$ cat config.mk
export PLATFORM = sky130hd
export DESIGN_NAME = keypad_scan_flat
export DESIGN_NICKNAME = d
export VERILOG_FILES = /design/src/rtl/keypad_scan_pkg.sv /design/src/rtl/keypad_scan_if.sv /design/src/rtl/keypad_scan_sync_2ff.sv /design/src/rtl/keypad_scan.sv /design/src/flat_wrapper.sv
export SDC_FILE = /design/constraint.sdc
export NUM_CORES = 1
export LEC_CHECK = 0
export BUFFER_PORTS_ARGS = -buffer_cell sky130_fd_sc_hd__buf_4
export CAP_MARGIN = 0
export CELL_PAD_IN_SITES_DETAIL_PLACEMENT = 2
export CELL_PAD_IN_SITES_GLOBAL_PLACEMENT = 2
export CORE_UTILIZATION = 35
export DETAILED_ROUTE_END_ITERATION = 10
export PLACE_DENSITY = 0.78
export RECOVER_POWER = 25
export SLEW_MARGIN = 20
export SYNTH_ARGS = -nofsm -noshare
export SYNTH_HDL_FRONTEND = slang
export SYNTH_SLANG_ARGS = --single-unit
$ cat constraint.sdc
create_clock -name clk -period 3.6 [get_ports clk]
set_clock_uncertainty 0.2 [all_clocks]
set_input_delay 0.54 -clock clk [delete_from_list [all_inputs] [get_ports clk]]
set_output_delay 0.54 -clock clk [all_outputs]
set_load 0.02 [all_outputs]
$ cat src/rtl/keypad_scan_pkg.sv
// Shared types and constants for the keypad scanner: FSM states, column strobes, idle row level.
// Pure declarations with no timing; nothing here exerts backpressure.
package keypad_pkg;

    typedef enum logic [1:0] {
        IDLE     = 2'd0,
        DEBOUNCE = 2'd1,
        PRESSED  = 2'd2,
        RELEASE  = 2'd3
    } kp_state_t;

    localparam logic [3:0] COL_RST  = 4'b1110;
    localparam logic [3:0] COL_1    = 4'b1101;
    localparam logic [3:0] COL_2    = 4'b1011;
    localparam logic [3:0] COL_3    = 4'b0111;
    localparam logic [3:0] ROW_IDLE = 4'b1111;

    function automatic logic [3:0] col_strobe(input logic [1:0] idx);
        logic [3:0] s;
        case (idx)
            2'd0:    s = COL_RST;
            2'd1:    s = COL_1;
            2'd2:    s = COL_2;
            default: s = COL_3;
        endcase
        return s;
    endfunction

endpackage

$ cat src/rtl/keypad_scan_if.sv
// Keypad-side and display-side signals of the scanner; master is the scanner, slave the surroundings.
// Wires only: no latency and no flow control.
interface keypad_scan_if;
    logic [3:0] row;
    logic [3:0] col;
    logic [3:0] key;
    logic       key_valid;
    logic       key_held;
    logic [3:0] hex3;
    logic [3:0] hex2;
    logic [3:0] hex1;
    logic [3:0] hex0;

    modport master (
        input  row,
        output col, key, key_valid, key_held, hex3, hex2, hex1, hex0
    );

    modport slave (
        output row,
        input  col, key, key_valid, key_held, hex3, hex2, hex1, hex0
    );
endinterface

$ cat src/rtl/keypad_scan_sync_2ff.sv
// Two-flop synchronizer for a bus of independently changing async bits; reset value is a parameter.
// Latency 2 clocks; no backpressure.
module sync_2ff #(
    parameter int           W       = 1,
    parameter logic [W-1:0] RST_VAL = '0
) (
    input  logic         clk,
    input  logic         rst_n,
    input  logic [W-1:0] d,
    output logic [W-1:0] q
);
    logic [W-1:0] meta;

    always_ff @(posedge clk or negedge rst_n) begin
        if (!rst_n) begin
            meta <= RST_VAL;
            q    <= RST_VAL;
        end else begin
            meta <= d;
            q    <= meta;
        end
    end
endmodule

$ cat src/rtl/keypad_scan.sv
// 4x4 keypad scanner: strobes columns, debounces over whole scan frames, pulses key_valid once per press.
// key_valid lands 2 clocks after the frame-ending tick; no backpressure, each pulse is one cycle.
module keypad_scan
    import keypad_pkg::*;
#(
    parameter int N  = 18,
    parameter int DB = 3
) (
    input  logic          clk,
    input  logic          rst_n,
    keypad_scan_if.master kp
);
    localparam int CW = $clog2(DB + 1);

    logic [N-1:0]  q;
    logic          tick;
    logic [1:0]    cidx;
    logic [3:0]    col_q;
    logic [3:0]    rs;

    logic          samp_hit;
    logic [1:0]    samp_row;
    logic [3:0]    samp_code;
    logic          fhit;
    logic [3:0]    fcode;
    logic          nhit;
    logic [3:0]    ncode;

    logic          frame_done;
    logic          done_hit;
    logic [3:0]    done_code;

    kp_state_t     state;
    logic [CW-1:0] cnt;
    logic [CW-1:0] cnt_inc;
    logic [3:0]    cand;
    logic          acc_en;
    logic [3:0]    acc_code;

    logic [3:0]    key_q;
    logic          key_valid_q;
    logic          key_held_q;
    logic [3:0]    hex3_q, hex2_q, hex1_q, hex0_q;

    sync_2ff #(.W(4), .RST_VAL(ROW_IDLE)) u_row_sync (
        .clk   (clk),
        .rst_n (rst_n),
        .d     (kp.row),
        .q     (rs)
    );

    assign tick = (q == {N{1'b1}});

    // Downward scan leaves the lowest active-low row index in samp_row.
    always_comb begin
        samp_row = 2'd0;
        for (int r = 3; r >= 0; r--) begin
            if (!rs[r]) samp_row = 2'(r);
        end
    end

    assign samp_hit  = (rs != ROW_IDLE);
    assign samp_code = {samp_row, cidx};

    always_comb begin
        nhit  = fhit;
        ncode = fcode;
        if (samp_hit && (!fhit || (samp_code < fcode))) begin
            nhit  = 1'b1;
            ncode = samp_code;
        end
    end

    always_ff @(posedge clk or negedge rst_n) begin
        if (!rst_n) begin
            q          <= '0;
            cidx       <= 2'd0;
            col_q      <= COL_RST;
            fhit       <= 1'b0;
            fcode      <= 4'd0;
            done_hit   <= 1'b0;
            done_code  <= 4'd0;
            frame_done <= 1'b0;
        end else begin
            q          <= q + 1'b1;
            frame_done <= 1'b0;
            if (tick) begin
                cidx  <= cidx + 2'd1;
                col_q <= col_strobe(cidx + 2'd1);
                if (cidx == 2'd3) begin
                    done_hit   <= nhit;
                    done_code  <= ncode;
                    frame_done <= 1'b1;
                    fhit       <= 1'b0;
                    fcode      <= 4'd0;
                end else begin
                    fhit  <= nhit;
                    fcode <= ncode;
                end
            end
        end
    end

    assign cnt_inc = (cnt == CW'(DB)) ? cnt : cnt + 1'b1;

    // Acceptance is decided here so the history shift has a single source.
    always_comb begin
        acc_en   = 1'b0;
        acc_code = cand;
        if (frame_done) begin
            case (state)
                IDLE: begin
                    acc_en   = done_hit && (DB == 1);
                    acc_code = done_code;
                end
                DEBOUNCE: acc_en = done_hit && (done_code == cand) && (cnt_inc >= CW'(DB));
                default:  acc_en = 1'b0;
            endcase
        end
    end

    always_ff @(posedge clk or negedge rst_n) begin
        if (!rst_n) begin
            state       <= IDLE;
            cnt         <= '0;
            cand        <= 4'd0;
            key_q       <= 4'd0;
            key_valid_q <= 1'b0;
            key_held_q  <= 1'b0;
            hex3_q      <= 4'd0;
            hex2_q      <= 4'd0;
            hex1_q      <= 4'd0;
            hex0_q      <= 4'd0;
        end else begin
            key_valid_q <= 1'b0;
            if (frame_done) begin
                case (state)
                    IDLE: begin
                        if (done_hit) begin
                            cand  <= done_code;
                            cnt   <= CW'(1);
                            state <= DEBOUNCE;
                        end
                    end
                    DEBOUNCE: begin
                        if (done_hit && (done_code == cand)) cnt <= cnt_inc;
                        else                                 state <= IDLE;
                    end
                    PRESSED: begin
                        if (!done_hit) begin
                            cnt <= CW'(1);
                            if (DB == 1) begin
                                state      <= IDLE;
                                key_held_q <= 1'b0;
                            end else begin
                                state <= RELEASE;
                            end
                        end
                    end
                    RELEASE: begin
                        if (done_hit) begin
                            state <= PRESSED;
                        end else begin
                            cnt <= cnt_inc;
                            if (cnt_inc >= CW'(DB)) begin
                                state      <= IDLE;
                                key_held_q <= 1'b0;
                            end
                        end
                    end
                    default: state <= IDLE;
                endcase
                if (acc_en) begin
                    state       <= PRESSED;
                    key_q       <= acc_code;
                    key_valid_q <= 1'b1;
                    key_held_q  <= 1'b1;
                    hex3_q      <= hex2_q;
                    hex2_q      <= hex1_q;
                    hex1_q      <= hex0_q;
                    hex0_q      <= acc_code;
                end
            end
        end
    end

    assign kp.col       = col_q;
    assign kp.key       = key_q;
    assign kp.key_valid = key_valid_q;
    assign kp.key_held  = key_held_q;
    assign kp.hex3      = hex3_q;
    assign kp.hex2      = hex2_q;
    assign kp.hex1      = hex1_q;
    assign kp.hex0      = hex0_q;
endmodule
$ cat src/flat_wrapper.sv
// flat-port wrapper written by rule: the top's interface ports become plain ports
module keypad_scan_flat import keypad_pkg::*;
#(
    parameter int N  = 18,
    parameter int DB = 3
)
  (clk, rst_n, kp_row, kp_col, kp_key, kp_key_valid, kp_key_held, kp_hex3, kp_hex2, kp_hex1, kp_hex0);
  keypad_scan_if kp_i ();
  input  logic clk;
  input  logic rst_n;
  input wire logic [$bits(kp_i.row)-1:0] kp_row;
  output wire logic [$bits(kp_i.col)-1:0] kp_col;
  output wire logic [$bits(kp_i.key)-1:0] kp_key;
  output wire logic [$bits(kp_i.key_valid)-1:0] kp_key_valid;
  output wire logic [$bits(kp_i.key_held)-1:0] kp_key_held;
  output wire logic [$bits(kp_i.hex3)-1:0] kp_hex3;
  output wire logic [$bits(kp_i.hex2)-1:0] kp_hex2;
  output wire logic [$bits(kp_i.hex1)-1:0] kp_hex1;
  output wire logic [$bits(kp_i.hex0)-1:0] kp_hex0;
  assign kp_i.row = kp_row;
  assign kp_col = kp_i.col;
  assign kp_key = kp_i.key;
  assign kp_key_valid = kp_i.key_valid;
  assign kp_key_held = kp_i.key_held;
  assign kp_hex3 = kp_i.hex3;
  assign kp_hex2 = kp_i.hex2;
  assign kp_hex1 = kp_i.hex1;
  assign kp_hex0 = kp_i.hex0;
  keypad_scan #(.N(N), .DB(DB)) u_core (.clk(clk), .rst_n(rst_n), .kp(kp_i));
endmodule
* Word level (Yosys, flattened, before mapping) *
Index checks and enable logic that the tools add are counted.

storage, ports and cells
  flip-flop bits (word level) = 69
  input bits = 6
  output and inout port bits = 26
  word-level logic and storage cells = 90

cells by class
  add/subtract/negate cells = 3
  $lt $le $gt $ge = 2
  equality and inequality tests = 19
  mux-type cells = 32
  reductions and logical operators = 15

operator list
  operator               number
  $mux 2                 14
  $add 18x1->18 const B  1
  $eq 18x18->1 const B   1
  $pmux 2 s4             2
  $mux 1                 12
  $mux 4                 3
  $pmux 4 s3             1
  $eq 2x2->1 const B     5
  $reduce_and 5->1       2
  $ne 2x2->1 const B     3
  $add 2x1->2 const B    2
  $eq 2x1->1 const B     2
  $eq 4x4->1             1
  $logic_not 2->1        2
  $lt 4x4->1             1
  $ne 2x1->1 const B     2
  $ne 4x1->1 const B     1
  $ne 4x4->1 const B     1
  $reduce_and 2->1       2
  $reduce_and 4->1       1
  $reduce_bool 2->1      2
  $logic_and 1x1->1      3
  $ne 3x1->1 const B     1
  $ne 3x2->1 const B     1
  other kinds (5)        5

* Logic depth before layout (Yosys ltp) *
  depth in word-level cells = 9
  depth in mapped cells = 8
  depth with buffers taken out = 8

* Cells and area by module *
From an unflattened synthesis, not the netlist that was laid out.

second synthesis, totals
  cell total of the unflattened synthesis = 236
  area, all modules = 3020.4 sq um

by module, submodules not included
  module       instances  cells an instance  area each (sq um)  seq. area each (sq um)
  keypad_scan  1          228                2810.2             1530.2
  sync_2ff     1          8                  210.2              210.2

* Worst setup path after synthesis *
No wires, ideal clock.

  kind = reg2reg
  start point = reg u_core.u_row_sync.q[2]
  end point = reg u_core.fcode[0]
  setup time = 0.121 ns
  arrival time = 2.202 ns
  data required time = 3.279 ns
  path slack = 1.077 ns
  cell stages (with the launch flop) = 9
  period minus slack after synthesis = 2.523 ns
  cells stage by stage = dfstp_2 nand2b_1 a21boi_0 ha_1 a21oi_1 o21ai_0 a31oi_1 o21bai_1 a22o_1

between the ends
  longest elaborated chain between the ends = 8
  elaborated cells on any way between the ends = 9
  classes of those cells = order compare: 1; eq/ne: 1; mux: 5; reduce/logical: 2

RTL lines
  element                 line                        source
  start, declared         keypad_scan_sync_2ff.sv:10  output logic [W-1:0] q
  start signal, assigned  keypad_scan_sync_2ff.sv:20  q <= meta;
  $mux 2 (3 in series)    keypad_scan.sv:58           if (!rs[r]) samp_row = 2'(r);
  $lt 4x4->1              keypad_scan.sv:68           if (samp_hit && (!fhit || (samp_code < fcode))) begin
  $logic_or 1x1->1        keypad_scan.sv:68
  $logic_and 1x1->1 (*)   keypad_scan.sv:68
  $mux 4 (*)              keypad_scan.sv:68
  $mux 4 (*)              keypad_scan.sv:90           if (cidx == 2'd3) begin
  end signal, assigned    keypad_scan.sv:98           fcode <= ncode;
  end, declared           keypad_scan.sv:25           logic [3:0] fcode;

Mark *: on every way between the ends. The rest lies on a longest branch, timed or not.
A chain may end at the register's enable or synchronous reset.

* Worst setup path in the final report *
  start point = reg u_core.u_row_sync.q[2]
  end point = reg u_core.fcode[1]

The elaborated chain is that of the path after synthesis.

==> flow_metrics.py <==
metrics = {
    "setup_path": {
        "cp-endpoint": "u_core.fcode[1]$_DFFE_PN0P_",
        "start_kind": "flop",
        "reg2reg_slack_ns": 0.69,
        "crit_fanout": 6,
        "r2r_end": "u_core.fcode[1]$_DFFE_PN0P_",
        "r2r_cells": 8,
        "r2r_start": "u_core.u_row_sync.q[2]$_DFF_PN1_",
        "required_ns": 3.62,
        "end_kind": "flop",
        "arrival_ns": 2.93,
        "startpoint": "u_core.u_row_sync.q[2]$_DFF_PN1_",
        "crit_type": "reg -> reg",
    },
    "synth": {
        "synth_top_area_cell": "dfrtp_1",
        "yosys-top-cells-area": "dfrtp_1, dfstp_2, mux2_4, xnor2_1, ha_1",
        "synth_simple_gate_area_share_pct": 11.9,
        "synth-compound-area-share_pct": 6.47,
        "syn_nets": 261,
        "synth_area_um2": 3000,
        "synth_top_family_by_area": "simple AND/OR/NAND/NOR gates",
        "synth_top_area_share_pct": 48.4,
        "synth_area_per_cell_um2": 12.2,
        "ys.flop_type": "dfrtp_1",
        "ys_warn_count": 0,
        "synth_edf_count": 0,
        "synth_mux_area_share_pct": 10.4,
        "synthArstFlopShare_pct": 100,
        "ys_seq_area_share_pct": 58.1,
        "synth_cell_types": 37,
        "synth-xor-area-share_pct": 6.14,
        "ys_seq_elements": 69,
        "synth_adder_area_share_pct": 3.76,
        "synthCells": 246,
    },
    "timing": {
        "rsz0062_at_grt": "no",
        "finalCritPeriodShare_pct": 80.8,
        "slew_headroom_pct": -14.9,
        "setup_violations": 0,
        "tightest_slew_ns": 1.72,
        "fmax_ghz": 0.344,
        "period_minus_slack_ns": 2.91,
        "setup_tns_ns": 0,
        "hold_viol_final": 0,
        "final_max_slew_viol_count": 70,
    },
    "floorplan": {
        "io_pins": 32,
        "fp.dieW_um": 94.6,
        "rows": 33,
        "die_h_um": 94.6,
        "initial_core_util_pct": 36.3,
        "core_area_um2": 8260,
        "die_area_um2": 8940,
    },
    "grt": {
        "grt_pass1_wl_um": 10200,
        "grt_antenna_before_repair": 0,
        "grt_pass1_vias": 2139,
        "grt-ovfl-total": 0,
        "grt_usage_pct": 15.3,
        "grt_max_degree": 70,
    },
    "placement": {
        "dp_hpwl_um": 4170,
        "portBuffers": 31,
        "finalWeightedCongestion": 0.705,
    },
    "cts": {
        "cts-resized-gates": 0,
        "clock_tree.root_cell": "clkbuf_8",
        "clkSinkCount": 69,
        "clkTransAtPathRegs_ns": 0.07,
        "post_cts_buffers": 0,
        "numCtsBuffers": 9,
        "clock_latency_ns": 0.33,
        "htree_levels": 3,
        "ctsHoldBuffers": 0,
        "cts_tree": "done",
        "cts.path.max_buffers": 2,
    },
    "detailed_routing": {
        "drt_iter0_markers": 79,
        "drt_wl_total_um": 5960,
        "viasPerCell": 5.04,
        "wl_per_cell_um": 15.3,
        "drc": 0,
        "drtPass1Iterations": 3,
        "ant_nets": 0,
        "dr_total_vias": 1961,
    },
    "finish": {
        "drive_above_1_share_pct": 27.1,
        "multiInputGateArea_um2": 1160,
        "mostFrequentLayoutCells": "dfrtp_1, nand2_1, buf_4",
        "final_common_cell": "dfrtp_1",
        "seq_area_um2": 1740,
        "area_delta_synth_final_pct": 16.7,
        "antenna_cells": 0,
        "postLayoutCoreUtil_pct": 42.3,
        "nets": 294,
        "fillCellCount": 878,
    },
    "power": {
        "ir_drop_uv": 217,
        "leakagePower_nw": 1.75,
        "power_density_nw_per_um2": 411,
    },
    "flow_run": {
        "maxCapViolations": 1,
    },
    "min_path": {
        "whs_path_depth": 1,
        "hp-class": "in -> reg",
    },
    "status": {
        "outcome": "finished, violations left",
        "violations": "capacitance limit, slew limit",
    },
}
## cell families (layout without fill, tap and decap cells)
logic type | count (synthesis) | count (layout)
xor gates and xnor gates | 21 | 21
and+or+nand+nor | 71 | 71
AOI/OAI and AO/OA | 31 | 31
buffers and inverters | 20 | 58
adders and majority gates | 9 | 9
muxes | 25 | 25
DFF | 69 | 69
## cell type report
class	instances	share of cell area (%)
clock buffers	15	4.76
clock inverters	1	0.859
inverters	11	1.18
flip-flops and latches	69	49.8
repair buffers	31	6.58
well taps	105	3.76
multi-input cells	157	33.1
## critical path, stage by stage, from the launching register on
cell and delay (ns):
dfstp_2 0.54, nand2b_1 0.05, a21boi_0 0.38, ha_1 0.32, a21oi_1 0.14, o21ai_0 0.11
a31oi_1 0.54, o21bai_1 0.23, a22o_1 0.28
## power breakdown
group          switching, W   total, W  internal [W]
Combinational     0.0000202  0.0000271    0.00000687
Sequential       0.00000252   0.000786      0.000784
Clock              0.000265   0.000625      0.000360
## synthesized netlist by cell type, types with 2 or more instances
master and count:
a21boi_0 2, a21oi_1 2, a22o_1 4, a31oi_1 4, and3_1 5, buf_2 2
buf_4 4, clkbuf_1 2, dfrtp_1 58, dfstp_2 11, ha_1 9, inv_1 10
mux2_2 8, mux2_4 10, mux2i_1 7, nand2_1 28, nand2b_1 3, nand3_1 8
nand4_1 4, nor2_1 14, o21ai_0 14, o21bai_1 2, or3_1 2, xnor2_1 14
xor2_1 7
## sequential cells by signal (all words and copies together) (netlist names), 2 cells and up
signal,count
u_core.kp.hex0,4
u_core.state,2
u_core.u_row_sync.meta,4
u_core.kp.hex1,4
u_core.kp.hex3,4
u_core.kp.col,4
u_core.fcode,4
u_core.kp.hex2,4
u_core.cand,4
u_core.cnt,2
u_core.cidx,2
u_core.done_code,4
u_core.q,18
u_core.u_row_sync.q,4
## per-layer routing
metal / global-route usage (%) / up-vias / share of wire, %
met2: 25.1 / 41 / 50
li1: - / 904 / -
met3: 2.90 / 11 / 3.1
met1: 18.6 / 1005 / 45
met4: 9.09 / 0 / 2.1
met5: 0 / - / 0
## metrics by stage
step	worst slack (ns)	cells	area (um2)	hold slack [ns]	total power, W
2_1_floorplan	1.08	246	3000	0.0444	0.000807
3_3_place_gp	0.776	373	3300	0.146	0.000828
3_5_place_dp	0.686	373	3300	0.149	0.000830
4_1_cts	0.650	389	3500	0.0907	0.00147
5_1_grt	0.496	389	3500	0.0870	0.00150
6_report	0.689	389	3500	0.115	0.00144
## how the worst min path moves through the flow
| stage | startpoint | to |
|---|---|---|
| 2_1_floorplan | rst_n | u_core.cand[0]$_DFFE_PN0P_ |
| 3_3_place_gp | u_core.u_row_sync.meta[0]$_DFF_PN1_ | u_core.u_row_sync.q[0]$_DFF_PN1_ |
| 3_5_place_dp | u_core.u_row_sync.meta[0]$_DFF_PN1_ | u_core.u_row_sync.q[0]$_DFF_PN1_ |
| 4_1_cts | kp_row[3] | u_core.u_row_sync.meta[3]$_DFF_PN1_ |
| 5_1_grt | kp_row[2] | u_core.u_row_sync.meta[2]$_DFF_PN1_ |
| 6_report | kp_row[1] | u_core.u_row_sync.meta[1]$_DFF_PN1_ |
Power figures use the tool's default switching activity.
